<file path="src/rtl/ls_req_unit.sv">
// ls_req_unit: single-outstanding load/store requester between execute and
// data_mem. Accepts one op, drives the data_mem handshake, waits on ready
// (ignoring the stale ready that can be present on the first request cycle),
// and returns load data through the writeback arbiter. Stores retire without
// writeback. Misaligned/out-of-range ops and request timeouts raise sticky flags.
module ls_req_unit #(
  parameter int DEPTH   = 1024,
  parameter int TIMEOUT = 15,
  parameter int TAG_W   = 5
) (
  input  logic             clk,
  input  logic             rst_n,
  input  logic             in_valid,
  input  logic [1:0]       in_op,
  input  logic [63:0]      in_addr,
  input  logic [63:0]      in_wdata,
  input  logic [TAG_W-1:0] in_tag,
  output logic             in_ready,
  output logic [1:0]       mem_control,
  output logic [63:0]      mem_addr,
  output logic [63:0]      mem_wdata,
  input  logic [63:0]      mem_rdata,
  input  logic             mem_ready,
  output logic             mem_arbiter,
  output logic             wb_valid,
  output logic [63:0]      wb_data,
  output logic [TAG_W-1:0] wb_tag,
  input  logic             wb_grant,
  output logic             err_timeout,
  output logic             err_addr,
  output logic [31:0]      ld_count,
  output logic [31:0]      st_count
);

  typedef enum logic [1:0] {
    S_IDLE = 2'b00,
    S_REQ  = 2'b01,
    S_WB   = 2'b10
  } state_t;

  localparam logic [1:0]  OP_ST     = 2'b00;
  localparam logic [1:0]  OP_LD     = 2'b01;
  localparam logic [1:0]  CTRL_IDLE = 2'b11;
  // Last REQ cycle index; the counter holds 0 on the first REQ cycle.
  localparam logic [7:0]  TO_LAST   = 8'(TIMEOUT - 1);
  localparam logic [60:0] DEPTH_W   = 61'(DEPTH);

  state_t             state_r;
  state_t             state_s;
  logic [7:0]         cnt_r;
  logic [TAG_W-1:0]   tag_r;
  logic               is_load_r;

  logic               mem_op_s;
  logic               accept_s;
  logic               addr_err_s;
  logic               start_s;
  logic               ready_q_s;
  logic               timeout_s;
  logic               grant_s;

  // Handshake qualification: acceptance, address check, qualified ready, timeout.
  always_comb begin
    mem_op_s    = (in_op == OP_ST) || (in_op == OP_LD);
    accept_s    = in_valid && (state_r == S_IDLE) && mem_op_s;
    addr_err_s  = accept_s && ((in_addr[2:0] != 3'b000) || (in_addr[63:3] >= DEPTH_W));
    start_s     = accept_s && !addr_err_s;
    // A ready seen on the first REQ cycle belongs to the previous op.
    ready_q_s   = (state_r == S_REQ) && mem_ready && (cnt_r != 8'd0);
    timeout_s   = (state_r == S_REQ) && !ready_q_s && (cnt_r == TO_LAST);
    grant_s     = (state_r == S_WB) && wb_grant;
    in_ready    = (state_r == S_IDLE);
    mem_arbiter = grant_s;
  end

  // Next-state logic for the IDLE/REQ/WB sequencer.
  always_comb begin
    state_s = state_r;
    case (state_r)
      S_IDLE: begin
        if (start_s) begin
          state_s = S_REQ;
        end else begin
          state_s = S_IDLE;
        end
      end
      S_REQ: begin
        if (ready_q_s) begin
          state_s = is_load_r ? S_WB : S_IDLE;
        end else if (timeout_s) begin
          state_s = S_IDLE;
        end else begin
          state_s = S_REQ;
        end
      end
      S_WB: begin
        if (wb_grant) begin
          state_s = S_IDLE;
        end else begin
          state_s = S_WB;
        end
      end
      default: state_s = S_IDLE;
    endcase
  end

  // State register.
  always_ff @(posedge clk) begin
    if (!rst_n) begin
      state_r <= S_IDLE;
    end else begin
      state_r <= state_s;
    end
  end

  // Request-side registers: memory command, address, store data, latched op info, timeout counter.
  always_ff @(posedge clk) begin
    if (!rst_n) begin
      mem_control <= CTRL_IDLE;
      mem_addr    <= 64'd0;
      mem_wdata   <= 64'd0;
      tag_r       <= '0;
      is_load_r   <= 1'b0;
      cnt_r       <= 8'd0;
    end else begin
      case (state_r)
        S_IDLE: begin
          if (start_s) begin
            mem_control <= in_op;
            mem_addr    <= {3'b000, in_addr[63:3]};
            mem_wdata   <= in_wdata;
            tag_r       <= in_tag;
            is_load_r   <= (in_op == OP_LD);
            cnt_r       <= 8'd0;
          end
        end
        S_REQ: begin
          cnt_r <= cnt_r + 8'd1;
          if (ready_q_s || timeout_s) begin
            mem_control <= CTRL_IDLE;
          end
        end
        S_WB: begin
          mem_control <= CTRL_IDLE;
        end
        default: begin
          mem_control <= CTRL_IDLE;
        end
      endcase
    end
  end

  // Writeback registers: capture load data on qualified ready, hold until granted.
  always_ff @(posedge clk) begin
    if (!rst_n) begin
      wb_valid <= 1'b0;
      wb_data  <= 64'd0;
      wb_tag   <= '0;
    end else begin
      if (ready_q_s && is_load_r) begin
        wb_valid <= 1'b1;
        wb_data  <= mem_rdata;
        wb_tag   <= tag_r;
      end else if (grant_s) begin
        wb_valid <= 1'b0;
      end
    end
  end

  // Completion counters and sticky error flags.
  always_ff @(posedge clk) begin
    if (!rst_n) begin
      ld_count    <= 32'd0;
      st_count    <= 32'd0;
      err_timeout <= 1'b0;
      err_addr    <= 1'b0;
    end else begin
      if (ready_q_s && !is_load_r) begin
        st_count <= st_count + 32'd1;
      end
      if (grant_s) begin
        ld_count <= ld_count + 32'd1;
      end
      if (timeout_s) begin
        err_timeout <= 1'b1;
      end
      if (addr_err_s) begin
        err_addr <= 1'b1;
      end
    end
  end

endmodule

</file>
<file path="config.mk">
export PLATFORM = sky130hd
export DESIGN_NAME = ls_req_unit
export DESIGN_NICKNAME = d
export VERILOG_FILES = /design/src/rtl/ls_req_unit.sv
export SDC_FILE = /design/constraint.sdc
export NUM_CORES = 1
export LEC_CHECK = 0
export BUFFER_PORTS_ARGS = -buffer_cell sky130_fd_sc_hd__buf_2
export CORE_AREA = 2 2 183 185
export CTS_BUF_LIST = sky130_fd_sc_hd__clkbuf_4 sky130_fd_sc_hd__clkbuf_8
export DETAILED_ROUTE_END_ITERATION = 8
export DIE_AREA = 0 0 185 187
export SLEW_MARGIN = 5
export SYNTH_ARGS = -nofsm -noshare
export SYNTH_HDL_FRONTEND = slang
export SYNTH_SLANG_ARGS = --single-unit
</file>
<file path="constraint.sdc">
create_clock -name clk -period 2.6 [get_ports clk]
set_input_delay 0 -clock clk [delete_from_list [all_inputs] [get_ports clk]]
set_output_delay 0 -clock clk [all_outputs]
set_load 0.01 [all_outputs]
</file>
==> results.yml <==
sta:
  fmax_mhz: 409
  worst_pin_slew_ns: 0.826
  slew_headroom: 0.450
  clock_skew_ns: 0.0342
  fin_worst_hold_slack_ns: 0.0532
  finalCriticalPeriod_ns: 2.44
  finalSetupTns_ns: 0
  rsz0062_at_grt: "no"
  drv_slew: 0
  hold_violations: 0
  finalSetupViolations: 0
  post-route-period-util: 0.940
  setup_slack_ns: 0.155
critical_path:
  worstPathRequired_ns: 3.08
  critPathKind: "primary input to flip-flop"
  r2r.worst_path.cells: 7
  worstSetupStartpointType: "primary input"
  arrival_ns: 2.93
  end_kind: "flip-flop"
  worstPathMaxFanout: 2
detailed_routing:
  drt_iter0_markers: 490
  wl_met3_um: 2160
  dr.pass1.iters: 5
  route.met2.wl_um: 17800
  wl_um: 35500
  drt-met1-wl_um: 14300
  postRouteAntennaNets: 0
  post_drt_wl_per_cell_um: 15.3
  viasPerCell: 4.62
  route.vias.total: 10700
  highest_layer: "met4"
  route.detailed.drc: 0
global_routing:
  first_global_vias: 10200
  grt_pass1_wl_um: 54100
  grt_use_total: 0.196
  grt_start_max_net_pins: 94
  overflow: 0
  antenna_found_initial: 2
finish:
  final_cells: 2319
  nNetsFinal: 2039
  drive_gt1_frac: 0.313
  finish.utilization: 0.478
  area_delta_synth_final_pct: 53.0
  post-route-cell-area_mm2: 0.0157
synth:
  yosysMostFrequentCell: "nand2_1"
  yosysWarnings: 0
  synth_top_area_share: 0.544
  yosysTopAreaCell: "dfxtp_1"
  synthCells: 1219
  async_flop_share: 0
  synthesis.area_mm2: 0.0103
  postSynthAreaPerCell_um2: 8.42
  synth_edf_count: 0
  synth_area_leaders: "dfxtp_1, nand2_1, a21oi_1"
  synth_cell_types: 43
  synth-main-ff-cell: "dfxtp_1"
  synth_seq_cells: 279
  ys_seq_area_frac: 0.544
  synth_common_cells: "nand2_1, dfxtp_1, a21oi_1, and3_1"
cts:
  clk_path_buf_depth: 3
  clock_latency_ns: 0.58
  cts-root-buf: "clkbuf_8"
  post_cts_buffers: 0
  path_clk_slew_ns: 0.07
  cts_made_buffers: 48
  cts_tree: "done"
  htreeDepth: 2
  cts.sinks: 279
placed_design:
  dp_slack_ns: 0.301
  port_buffers: 468
  dpl_cell_area_mm2: 0.0130
  gp_congestion: 0.856
  hpwlAfterDp_um: 24200
  place_inst: 2075
die:
  fp.dieW_um: 185
  core.rowCount: 67
  core_area_mm2: 0.0329
  dieArea_mm2: 0.0346
  initial_core_util: 0.312
  fp.dieH_um: 187
  num_io_pins: 472
power:
  power.density_mw_per_mm2: 589
  cellLeakagePower_nw: 7.14
  ir_drop_v: 0.000360
  totalPowerFinal_mw: 9.25
min_path:
  holdPathStages: 6
  hp-class: "primary input to flip-flop"
status:
  outcome: "finished, final reports clean"
flow_run:
  cap_violations: 0
-- where the power goes --
part,leakage (nW),switching (mW),total (mW),internal [mW]
clock network,0.600,1.81,4.52,2.71
logic,4.29,0.176,0.451,0.275
registers,2.25,0.000520,4.28,4.28
total,7.14,1.98,9.25,7.26
-- worst paths after layout --
check                              from                    endpoint  slack (ns)
max                         in_addr[20]       err_addr$_SDFFE_PN0P_        0.16
min                         in_addr[21]      is_load_r$_SDFFE_PN0P_        0.05
max reg2reg       cnt_r[0]$_SDFFE_PN0P_   st_count[30]$_SDFFE_PN0P_        0.26
min reg2reg  mem_wdata[17]$_SDFFE_PN0P_  mem_wdata[17]$_SDFFE_PN0P_        0.45
-- flip-flops by register name, indices dropped and copies added (netlist names) --
name and count:
cnt_r 8, wb_data 64, st_count 32, mem_control 2, mem_addr 61, ld_count 32
err_timeout 1, mem_wdata 64, wb_valid 1, state_r 2, is_load_r 1, err_addr 1
tag_r 5, wb_tag 5
-- routing by layer --
layer | track usage | up-vias
li1 | - | 5322
met1 | 0.221 | 4931
met2 | 0.351 | 387
met3 | 0.0424 | 79
met4 | 0.0855 | 0
met5 | 0 | -
-- logic make-up after synthesis --
group / synth area share
xor gates and xnor gates: 0.0290
and+or+nand+nor: 0.259
muxes: 0.0127
AOI/OAI and AO/OA: 0.106
adders and majority gates: 0.00610
other: 0.000366
buffers and inverters: 0.0424
DFF: 0.544
-- cell type report --
class | count | area [um^2]
Fill cell | 3257 | 17200
Sequential cell | 279 | 5590
Multi-Input combinational cell | 846 | 4270
Timing Repair Buffer | 642 | 4110
Clock buffer | 83 | 1040
Tap cell | 448 | 561
Clock inverter | 6 | 83.8
Inverter | 13 | 53.8
Antenna cell | 2 | 5.00
-- critical path, cell delays in order --
cell           delay [ns]
dlygate4sd3_1        0.54
buf_2                0.13
nor2_1               0.14
dlygate4sd3_1        0.56
nand3_1              0.06
dlygate4sd3_1        0.56
nor4_1               0.16
dlygate4sd3_1        0.58
nor2b_1              0.04
o21a_1               0.15
-- placed cells by master (no fill, tap or decap), drive strengths merged, types with 3 or more instances in the layout --
cell           n
and4           6
and3          63
nand2        339
nor2b          3
nor2          45
conb           3
nor4          18
o21ai         23
o21a           3
nand4         25
ha             5
dfxtp        279
a31oi          3
xnor2         16
nor3          15
inv           14
clkbuf        83
or3           18
mux2i         13
a21oi        174
clkinv         3
dlygate4sd3  153
xor2          18
nand2b        13
or4            3
nand3         26
buf          489
-- timing repair --
item                                   in CTS  in global routing
endpoints found under the hold margin     150                  0
gates resized for setup                     0                  0
hold buffers                              153                  0
No activity file was read; power rests on OpenSTA's default activity.
